**src/rtl/need_pkg.sv**
```systemverilog
// Shared types and constants for the pet need scheduler.
// Includes a 7-segment table used by the display blocks.
package need_pkg;

  localparam int LEVEL_W = 4;

  localparam logic [1:0] NEED_SALUD     = 2'd0;
  localparam logic [1:0] NEED_ENERGIA   = 2'd1;
  localparam logic [1:0] NEED_HAMBRE    = 2'd2;
  localparam logic [1:0] NEED_DIVERSION = 2'd3;

  typedef enum logic [2:0] {
    ST_IDLE,
    ST_S0,
    ST_S1,
    ST_S2,
    ST_S3
  } state_t;

  // Segments {g,f,e,d,c,b,a}, active high.
  function automatic logic [6:0] seg7(input logic [3:0] v);
    logic [6:0] s;
    unique case (v)
      4'd0:    s = 7'h3f;
      4'd1:    s = 7'h06;
      4'd2:    s = 7'h5b;
      4'd3:    s = 7'h4f;
      4'd4:    s = 7'h66;
      4'd5:    s = 7'h6d;
      4'd6:    s = 7'h7d;
      4'd7:    s = 7'h07;
      4'd8:    s = 7'h7f;
      4'd9:    s = 7'h6f;
      4'd10:   s = 7'h77;
      default: s = 7'h00;
    endcase
    return s;
  endfunction

endpackage

```
**src/rtl/need_tick_prescaler.sv**
```systemverilog
// Game-tick prescaler: one-cycle pulse every TICK_DIV clocks.
// The pulse is decoded from the terminal count.
module need_tick_prescaler #(
  parameter int TICK_DIV = 7500000
) (
  input  logic clk,
  input  logic rst_n,
  output logic tick
);

  localparam int CW = $clog2(TICK_DIV);
  localparam logic [CW-1:0] LAST = CW'(TICK_DIV - 1);

  logic [CW-1:0] cnt;

  always_ff @(posedge clk) begin
    if (!rst_n) begin
      cnt <= '0;
    end else if (cnt == LAST) begin
      cnt <= '0;
    end else begin
      cnt <= cnt + 1'b1;
    end
  end

  assign tick = (cnt == LAST);

endmodule

```
**src/rtl/need_scheduler.sv**
```systemverilog
// Need level owner: each game tick walks four slots, one per need,
// applying button credit, decay and the test-mode override.
module need_scheduler
  import need_pkg::*;
#(
  parameter int TICK_DIV        = 7500000,
  parameter int DECAY_SALUD     = 20,
  parameter int DECAY_ENERGIA   = 15,
  parameter int DECAY_HAMBRE    = 10,
  parameter int DECAY_DIVERSION = 8,
  parameter int HOLD_TICKS      = 6,
  parameter int LEVEL_INIT      = 8,
  parameter int LEVEL_MAX       = 10
) (
  input  logic        clk,
  input  logic        rst_n,
  input  logic        btn_salud,
  input  logic        btn_energia,
  input  logic        btn_hambre,
  input  logic        btn_diversion,
  input  logic        btn_test,
  output logic [15:0] levels,
  output logic [1:0]  sel,
  output logic        happy,
  output logic        test_mode,
  output logic        tick,
  output logic        busy
);

  state_t state, state_n;

  logic [LEVEL_W-1:0] lv [4];
  logic [7:0] dec [4];
  logic [7:0] dec_n [4];
  logic [7:0] hold_e, hold_d, hold_e_n, hold_d_n;
  logic pend_s, pend_h, prev_s, prev_h;
  logic [1:0] k;
  logic credit, expire, held;
  logic [7:0] dmax;
  logic [LEVEL_W-1:0] nxt;

  function automatic logic [LEVEL_W-1:0] upd(
    input logic [LEVEL_W-1:0] cur,
    input logic cr,
    input logic ex,
    input logic tm
  );
    logic signed [4:0] s;
    if (tm) begin
      if (!cr) return cur;
      return (cur == 4'd1) ? LEVEL_W'(LEVEL_MAX) : 4'd1;
    end
    s = $signed({1'b0, cur}) + $signed({4'b0, cr})
      - $signed({4'b0, ex});
    if (s < 5'sd0) return '0;
    if (s > $signed(5'(LEVEL_MAX))) return LEVEL_W'(LEVEL_MAX);
    return s[3:0];
  endfunction

  need_tick_prescaler #(
    .TICK_DIV(TICK_DIV)
  ) u_pre (
    .clk  (clk),
    .rst_n(rst_n),
    .tick (tick)
  );

  assign busy   = (state != ST_IDLE);
  assign levels = {lv[3], lv[2], lv[1], lv[0]};

  always_comb begin
    state_n = state;
    unique case (state)
      ST_IDLE: if (tick) state_n = ST_S0;
      ST_S0:   state_n = ST_S1;
      ST_S1:   state_n = ST_S2;
      ST_S2:   state_n = ST_S3;
      default: state_n = ST_IDLE;
    endcase
  end

  always_comb begin
    k        = NEED_SALUD;
    dmax     = 8'(DECAY_SALUD);
    credit   = 1'b0;
    expire   = 1'b0;
    hold_e_n = hold_e;
    hold_d_n = hold_d;
    dec_n    = dec;
    unique case (1'b1)
      state == ST_S0: begin
        k      = NEED_SALUD;
        dmax   = 8'(DECAY_SALUD);
        credit = pend_s;
      end
      state == ST_S1: begin
        k    = NEED_ENERGIA;
        dmax = 8'(DECAY_ENERGIA);
        hold_e_n = btn_energia ? hold_e + 8'd1 : 8'd0;
        if (hold_e_n == 8'(HOLD_TICKS)) begin
          credit   = 1'b1;
          hold_e_n = '0;
        end
      end
      state == ST_S2: begin
        k      = NEED_HAMBRE;
        dmax   = 8'(DECAY_HAMBRE);
        credit = pend_h;
      end
      state == ST_S3: begin
        k    = NEED_DIVERSION;
        dmax = 8'(DECAY_DIVERSION);
        hold_d_n = btn_diversion ? hold_d + 8'd1 : 8'd0;
        if (hold_d_n == 8'(HOLD_TICKS)) begin
          credit   = 1'b1;
          hold_d_n = '0;
        end
      end
      default: ;
    endcase
    // Sleeping freezes the energia decay count.
    held = (state == ST_S1) && btn_energia;
    if (busy && !test_mode && !held) begin
      dec_n[k] = dec[k] + 8'd1;
      if (dec_n[k] == dmax) begin
        expire   = 1'b1;
        dec_n[k] = '0;
      end
    end
    nxt = upd(lv[k], credit, expire, test_mode);
  end

  always_ff @(posedge clk) begin
    if (!rst_n) begin
      state     <= ST_IDLE;
      sel       <= NEED_SALUD;
      happy     <= 1'b1;
      test_mode <= 1'b0;
      pend_s    <= 1'b0;
      pend_h    <= 1'b0;
      prev_s    <= 1'b0;
      prev_h    <= 1'b0;
      hold_e    <= '0;
      hold_d    <= '0;
      for (int i = 0; i < 4; i++) begin
        lv[i]  <= LEVEL_W'(LEVEL_INIT);
        dec[i] <= '0;
      end
    end else begin
      state     <= state_n;
      test_mode <= test_mode | btn_test;
      prev_s    <= btn_salud;
      prev_h    <= btn_hambre;
      pend_s    <= (btn_salud & ~prev_s)
                 | (pend_s & (state != ST_S0));
      pend_h    <= (btn_hambre & ~prev_h)
                 | (pend_h & (state != ST_S2));
      hold_e    <= hold_e_n;
      hold_d    <= hold_d_n;
      dec       <= dec_n;
      if (busy) lv[k] <= nxt;
      if (credit) sel <= k;
      happy <= (lv[sel] >= 4'd5);
    end
  end

endmodule

```
**config.mk**
```make
export PLATFORM = sky130hd
export DESIGN_NAME = need_scheduler
export DESIGN_NICKNAME = d
export VERILOG_FILES = /design/src/rtl/need_pkg.sv /design/src/rtl/need_tick_prescaler.sv /design/src/rtl/need_scheduler.sv
export SDC_FILE = /design/constraint.sdc
export NUM_CORES = 1
export LEC_CHECK = 0
export ABC_CLOCK_PERIOD_IN_PS = 8000
export CAP_MARGIN = 40
export CORE_MARGIN = 3
export CORE_UTILIZATION = 35
export DETAILED_ROUTE_END_ITERATION = 10
export PLACE_DENSITY = 0.52
export SLEW_MARGIN = 10
export SYNTH_ARGS = -nofsm -noshare
export SYNTH_HDL_FRONTEND = slang
export SYNTH_SLANG_ARGS = --single-unit
```
**constraint.sdc**
```tcl
create_clock -name clk -period 8 [get_ports clk]
set_input_delay 0.8 -clock clk [delete_from_list [all_inputs] [get_ports clk]]
set_output_delay 0.8 -clock clk [all_outputs]
set_load 0.03 [all_outputs]
```
* After elaboration in Yosys (flattened, before gate mapping)
Memory sizes are Yosys's and may differ from the RTL's. A register that Yosys moved wholly into a read port is not among the register bits.
Index checks and enable logic that the tools add are counted.
** Storage, ports and cells
- Memories kept :: 1
- Latch bits :: 0
- Memory bits (writable) :: 16
- ROM bits :: 0
- Word-level logic and storage cells :: 111
- Output and inout bits :: 22
- Register bits after elaboration :: 82
** Cells by class
- Order comparisons :: 5
- Bitwise gates (word level) :: 13
- Multiplexer cells :: 49
- Shift-type cells :: 0
- Eq/ne operators :: 12
- Add/subtract/negate cells :: 6
- Div/mod/pow operators :: 0
- Multiply operators :: 0
- Reduce and logical (&&, ||, !) cells :: 10
** Memories
- lv :: words 4, width 4, rd ports 6, clocked after memory_dff 1, write ports 4, RTL line need_scheduler.sv:32 : logic [LEVEL_W-1:0] lv [4];
** Operators by type and width (count)
- $mux W8 :: 9
- $mux W4 :: 10
- $and A32 B32 Y32 :: 1
- $bmux W8 S2 :: 2
- $bwmux W32 :: 1
- $mux W32 :: 1
- $not A32 Y32 :: 1
- $add A8 B1 Y8 const B :: 3
- $add A23 B1 Y23 const B :: 1
- $eq A23 B23 Y1 const B :: 1
- $mux W1 :: 17
- $demux W8 S2 :: 1
- $eq A8 B3 Y1 const B :: 2
- $pmux W5 S3 :: 1
- $pmux W3 S4 :: 1
- $eq A8 B8 Y1 :: 1
- $eq A3 B2 Y1 const B :: 2
- $mux W2 :: 3
- $pmux W2 S3 :: 1
- $add A4 B1 Y5 :: 1
- $gt A5 B5 Y1 const B :: 1
- $lt A5 B1 Y1 const B :: 1
- $sub A5 B2 Y5 :: 1
- $and A1 B1 Y1 :: 4
- 20 further kinds :: 28

* Depth between registers and ports, before layout
Gate-level depths: netlist of run 1.
- Word-level depth :: 24
- Mapped depth :: 26
- Gate-level depth less buffers :: 23

* By module
Synthesis of run 1 repeated with hierarchy kept, for this count alone.
** Unflattened totals
- Cells, all modules :: 619
- Area total of the unflattened synthesis :: 5575.3 µm²
** By module, submodules not included
- need_scheduler :: cells each 502, area an instance 4510.6 µm², seq. area each 1701.6 µm², instances 1
- need_tick_prescaler :: cells each 117, area an instance 1064.8 µm², seq. area each 460.4 µm², instances 1

* Worst setup path after synthesis of run 1
Ideal clock, no wire load.
- Path type :: register to register
- Start :: register state[0]
- End :: memory lv[2][2] (data pin)
- Buffers on the path :: 3
- Clock period less this slack :: 4787 ps
- Arrival time :: 4530 ps
- Library setup time :: 257 ps
- Cell stages (with the launch flop) :: 24
- Slack :: 3213 ps
- Cell sequence :: dfxtp_1 -> buf_6 -> or3b_1 -> buf_6 -> buf_6 -> o21ai_0 -> nor2_1 -> ha_1 -> a221oi_1 -> o2111ai_2 -> a2111oi_4 -> and2_1 -> ha_1 -> inv_1 -> ha_1 -> fa_1 -> a21oi_1 -> nor2_1 -> nor2_1 -> xnor2_1 -> nor2b_1 -> a32o_1 -> nand3_1 -> nor2_1
** RTL lines
- start: declaration :: RTL line need_scheduler.sv:30 : state_t state, state_n;
- start signal: assignment :: RTL line need_scheduler.sv:150 : state <= state_n;
- end: declaration :: RTL line need_scheduler.sv:32

==> run_results.csv, run 1 <==
group,metric,value,unit
status,status,"finished, final reports clean",
setup_path,crit_path_top_delay_cell,"or3b_1",
setup_path,r2r_slack,1.86,ns
yosys,synth_ff_type,"dfxtp_1",
clock_network,cts_sinks,100,
clock_network,cts_tree,"built",
pwr,power.density,159,nW/um^2
global_route,grt_pass1_wl,21.9,mm
setup_path,worstReg2RegStart,"state[2]",
finish,num_antenna_cells,0,
timing,slew_headroom,41.5,%
clock_network,cts.clk_slew.worst_paths,0.07,ns
floorplan,io_pins,29,
drt,drtPass1Iterations,5,
pwr,p_leak,2.39,nW
timing,min_period_over_period,76.7,%
drt,wirelength,13.5,mm
setup_path,cp.required,8.09,ns
placed_design,pre_cts_slack,1.89,ns
clock_network,clockBufferDepth,2,
drt,remaining_drc_errors,0,
yosys,yosysWarnings,0,
finish,area_growth,12.8,%
clock_network,holdBufCountCts,0,
placed_design,io_buffer_count,28,
yosys,async_reset_ff_share,0,%
clock_network,postCtsResizedCells,0,
finish,regArea,2160,um^2
timing,fmax,163,MHz
floorplan,die-width,130,um
yosys,ys_top_cells_by_area,"dfxtp_1, edfxtp_1, nand2_1, nor2_1, o211a_1",
setup_path,critical_path_arrival,6.22,ns
global_route,gr-usage-all-layers,16.4,%
setup_path,r2r-end,"lv[0][1]",
placed_design,dp_hpwl,9.75,mm
flow_run,max-cap-violations,0,
setup_path,cp_common_cell,"nor2_1",
timing,hold_viol_final,0,
yosys,yosys.cell_types.count,73,
yosys,synth_top_cell_area_share,31.0,%
global_route,overflow,0,
clock_network,cts_buffers,9,
global_route,grt_antenna_before_repair,0,
timing,finalMaxSlewViolations,0,
placed_design,routabilityCongestion,0.860,
setup_path,cp-end-kind,"register",
timing,rsz0062_at_grt,"no",
floorplan,num_rows,44,
finish,num-fill-cells,1483,
yosys,syn_nets,641,
pwr,vdd_ir_drop_max,109,uV
hold_path,hold_path_end,"pend_h",
timing,setup_viol_count_final,0,
hold_path,hp-start,"prev_h",
timing,min_period,6.14,ns
yosys,synth-seq-cells,100,
floorplan,die_y,130,um
pwr,power,0.975,mW
clock_network,insertion_delay,0.35,ns
clock_network,cts_setup_buffers,0,
yosys,yosys.area.top_type,"dfxtp_1",
finish,final_common_cell,"dfxtp_1",
hold_path,min_delay_path_depth,1,
yosys,syn_avg_cell_area,8.71,um^2
floorplan,die_area,17000,um^2
global_route,grt_max_degree,73,
setup_path,slowest_delay,0.76,ns
clock_network,cts_root_buf,"clkbuf_16",
timing,setup_ws,1.86,ns
drt,vias,4536,
setup_path,crit_fanout,22,
yosys,ys_seq_area_share,39.9,%
finish,multi_input_area,3010,um^2
floorplan,coreArea,14900,um^2
drt,vias_per_cell,5.48,
setup_path,worstSetupPathType,"register to register",
finish,layout_common_cells,"dfxtp_1, nand2_1, nor2_1, nand3_1, o21ai_0",
drt,antenna_left,0,
yosys,synth_edf_count,16,
floorplan,start_util,36.5,%
yosys,synth_cells,623,
setup_path,start_kind,"register",
clock_network,htreeDepth,3,
yosys,synthesis.area,5420,um^2
timing,skew,0.00915,ns
timing,tightest_slew,0.877,ns
hold_path,hold_path.class,"register to register",
timing,fin_tns_setup,0,ns
finish,final_layout_size_suffix_gt1_share,7.76,%
setup_path,rr_worst_depth,21,
drt,routedWlPerCell,16.4,um
finish,final_nets,657,
global_route,grt_pass1_vias,4239,
setup_path,path_cells,"or3b_1 -> nand2_2 -> nor2_1 -> nor2_1 -> ha_1 -> nand4_1 -> xnor2_2 -> o2111ai_2 -> a2111oi_4 -> and2_1 -> ha_1 -> inv_1 -> ha_1 -> fa_1 -> a21oi_1 -> nor2_1 -> nor2_1 -> xnor2_1 -> nor2b_1 -> a22oi_1 -> nor2_1",
drt,drt_iter0_markers,344,
layout make-up:
class                      count  share of cell area, %
multi-input combinational    466                   49.2
sequential                   100                   35.3
inverter                      26                   1.59
clock buffer                   9                   3.68
timing repair buffer          36                   5.60
tap                          184                   3.76
clock inverter                 7                  0.838
Yosys cell counts, types with 4 or more instances:
cell       n
inv_1     26
nor4_1     4
o22ai_1    9
ha_1      10
nand3_1   32
a21boi_0   5
and2_1     8
xnor2_1   21
o211ai_1   4
o211a_1   22
a31oi_1    4
a21oi_1   18
dfxtp_1   84
buf_6      4
and3_1     4
clkbuf_1  22
nor2_1    64
nand2b_1   6
o31ai_1    4
nand4_1   16
edfxtp_1  16
nand2_1   81
o21a_1     6
o21ai_0   29
or3_1      6
nor3_1     6
o21ai_1    4
xor2_1    18
mux2i_1   13
nor2b_1   11
metrics by stage:
step,cell area [um^2],utilization (%),cells,hold slack (ns)
5_1_grt,6120,41.2,828,0.425
2_1_floorplan,5420,-,623,0.388
3_5_place_dp,5840,39.3,812,0.398
3_3_place_gp,5810,39.1,808,0.399
6_report,6120,41.2,828,0.407
4_1_cts,6120,41.2,828,0.408
where the power goes:
part	switching (mW)	leakage [nW]	internal [mW]	total, mW
logic	0.0285	1.42	0.0165	0.0450
registers	0.00527	0.829	0.515	0.520
clock network	0.197	0.140	0.213	0.409
total	0.231	2.39	0.744	0.975
flip-flops by register name, summed over array words and instances, names as in the netlist, named ones only:
register / cells
dec: 32
u_pre.cnt: 23
lv: 16
hold_d: 8
hold_e: 8
state: 3
sel: 2
happy: 1
pend_h: 1
pend_s: 1
prev_h: 1
prev_s: 1
test_mode: 1
per-layer routing:
| layer | vias to the layer above | track usage (%) | part of all wire (%) |
|---|---|---|---|
| met1 | 2151 | 22.0 | 48 |
| li1 | 2252 | - | - |
| met3 | 15 | 4.47 | 5.2 |
| met5 | - | 0 | 0 |
| met4 | 0 | 4.72 | 1.4 |
| met2 | 118 | 26.0 | 46 |
worst max-delay path, delay by kind of cell (launching register included):
kind | cells | cell delay, ns
XOR/XNOR | 2 | 0.42
flip-flops | 1 | 0.74
adder cells (fa/ha/maj) | 4 | 1.03
AND/OR/NAND/NOR | 10 | 2.24
AO/OA/AOI/OAI | 4 | 1.37
buffers and inverters | 1 | 0.04
worst max-delay path by stage:
| stage | from | endpoint | slack (ns) | depth (start not counted) |
|---|---|---|---|---|
| 4_1_cts | state[2] | lv[0][2] | 1.84 | 22 |
| 5_1_grt | state[2] | lv[0][2] | 1.25 | 22 |
| 6_report | state[2] | lv[0][1] | 1.86 | 21 |
| 2_1_floorplan | state[0] | lv[2][2] | 3.21 | 23 |
| 3_5_place_dp | state[2] | lv[0][2] | 1.89 | 22 |
| 3_3_place_gp | state[1] | lv[0][2] | 2.12 | 20 |
cells by family after synthesis:
kind of cell,share of synthesized area [%]
simple gates,23.2
compound gates,19.4
flops,39.9
buf+inv,4.64
xor+xnor,7.20
mux,3.02
fa+ha+maj,2.68
No activity file was read; power rests on OpenSTA's default activity.
==> run 2, diff against run 1 <==
- ABC_CLOCK_PERIOD_IN_PS: 8000 -> 5800
- clock period: 8 -> 5.8 ns (I/O delays scaled with it)
==> run_results.csv, run 2 (same netlist as run 1, synthesis figures left out) <==
group,metric,value,unit
status,status,"finished, final reports clean",
clock_network,htreeDepth,3,
timing,setup_ws,0.538,ns
timing,rsz0062_at_grt,"no",
setup_path,crit_fanout,11,
clock_network,cts_setup_buffers,0,
floorplan,die_y,130,um
finish,num_antenna_cells,0,
timing,skew,0.0142,ns
placed_design,dp_hpwl,9.76,mm
finish,largestRegisters,"dec x32, u_pre.cnt x23, lv x16",
finish,stdcell_count,833,
timing,fin_tns_setup,0,ns
floorplan,num_rows,44,
clock_network,cts_tree,"built",
pwr,power.density,231,nW/um^2
global_route,gr-usage-all-layers,16.7,%
clock_network,cts_root_buf,"clkbuf_16",
finish,final_nets,662,
finish,utilization,41.7,%
setup_path,critical_path_arrival,5.46,ns
drt,drt_iter0_markers,303,
drt,wirelength,13.4,mm
timing,holdWs,0.411,ns
global_route,grt_pass1_wl,22.4,mm
clock_network,insertion_delay,0.36,ns
timing,min_period_over_period,90.7,%
setup_path,path_cells,"or3b_1 -> nand2_2 -> nor2_1 -> nor2_1 -> ha_1 -> nand4_1 -> xnor2_2 -> o2111ai_2 -> a2111oi_4 -> and2_1 -> ha_1 -> inv_1 -> ha_1 -> fa_1 -> a21oi_1 -> nor2_1 -> nor2_1 -> xnor2_1 -> nor2b_1 -> a32o_1 -> nand3_1 -> nor2_1",
timing,min_period,5.26,ns
global_route,overflow,0,
pwr,p_leak,2.44,nW
timing,tightest_slew,0.863,ns
setup_path,cp-end-kind,"register",
finish,max_flop_register,"dec",
clock_network,postCtsResizedCells,0,
timing,fmax,190,MHz
hold_path,hold_path.class,"register to register",
global_route,grt_max_degree,64,
timing,hold_viol_final,0,
finish,final_layout_size_suffix_gt1_share,8.32,%
finish,final_common_cell,"dfxtp_1",
floorplan,io_pins,29,
setup_path,cp_common_cell,"nor2_1",
drt,antenna_left,0,
setup_path,worstSetupPathType,"register to register",
timing,finalMaxSlewViolations,0,
placed_design,routabilityCongestion,0.870,
setup_path,crit_path_top_delay_cell,"or3b_1",
drt,wl_met3,633,um
global_route,grt_antenna_before_repair,0,
pwr,power,1.43,mW
clock_network,cts_sinks,100,
clock_network,holdBufCountCts,0,
placed_design,io_buffer_count,28,
drt,vias,4506,
drt,remaining_drc_errors,0,
setup_path,slowest_delay,0.59,ns
floorplan,die-width,130,um
placed_design,placedInstanceArea,5870,um^2
flow_run,max-cap-violations,0,
finish,area_growth,14.2,%
drt,drtPass1Iterations,4,
placed_design,pre_cts_slack,0.586,ns
clock_network,cts_buffers,9,
floorplan,coreArea,14900,um^2
finish,fin_area,6190,um^2
setup_path,start_kind,"register",
clock_network,cts.clk_slew.worst_paths,0.07,ns
drt,drt-met1-wl,6.60,mm
timing,setup_viol_count_final,0,
global_route,grt_pass1_vias,4417,
clock_network,clockBufferDepth,2,
pwr,vdd_ir_drop_max,141,uV
drt,route.met2.wl,5.94,mm
timing,slew_headroom,42.5,%
floorplan,die_area,17000,um^2
finish,layout_common_cells,"dfxtp_1, nand2_1, nor2_1, nand3_1, o21ai_0",
drt,routedWlPerCell,16.1,um
floorplan,start_util,36.5,%
placed_design,dp.cells,817,
drt,highest_layer,"met4",
finish,largest_register_ffs,32,
drt,vias_per_cell,5.41,
setup_path,cp.required,6.00,ns
-- run 2: cell types whose count changed in the layout (fill, tap and decap cells not counted) --
cell,previous run,this run
clkinv_2,2,0
bufinv_16,0,2
inv_6,1,2
clkdlybuf4s15_2,1,0
clkinv_4,3,1
buf_4,6,13
clkbuf_1,0,1
buf_6,1,0
-- run 2: worst paths after layout --
path              cells after the start  slack (ns)  endpoint      from
hold / removal                        1        0.41    pend_h    prev_h
setup / recovery                     22        0.54  lv[2][2]  state[1]
hold reg to reg                       1        0.41    pend_h    prev_h
setup reg to reg                     22        0.54  lv[2][2]  state[1]
-- run 2: critical path, delay by kind of cell (launching register included) --
| kind | cells | cell delay (ns) |
|---|---|---|
| AND/OR/NAND/NOR | 11 | 2.22 |
| flip-flops | 1 | 0.40 |
| AO/OA/AOI/OAI | 4 | 0.94 |
| XOR/XNOR | 2 | 0.48 |
| adder cells (fa/ha/maj) | 4 | 1.04 |
| buffers and inverters | 1 | 0.04 |
-- run 2: layer usage --
layer,global-route usage [%],vias up
met1,22.8,2139
met4,5.38,0
li1,-,2258
met3,3.78,16
met5,0,-
met2,26.1,93
-- run 2: layout make-up --
class                           count  area [um^2]
Clock buffer                       10          229
Clock inverter                      6         92.6
Fill cell                        1464         8670
Inverter                           26         97.6
Multi-Input combinational cell    466         3010
Sequential cell                   100         2160
Tap cell                          184          230
Timing Repair Buffer               41          373
-- run 2: power by group --
part	switching, mW	internal (mW)
clock network	0.272	0.382
registers	0.00635	0.711
logic	0.0389	0.0228
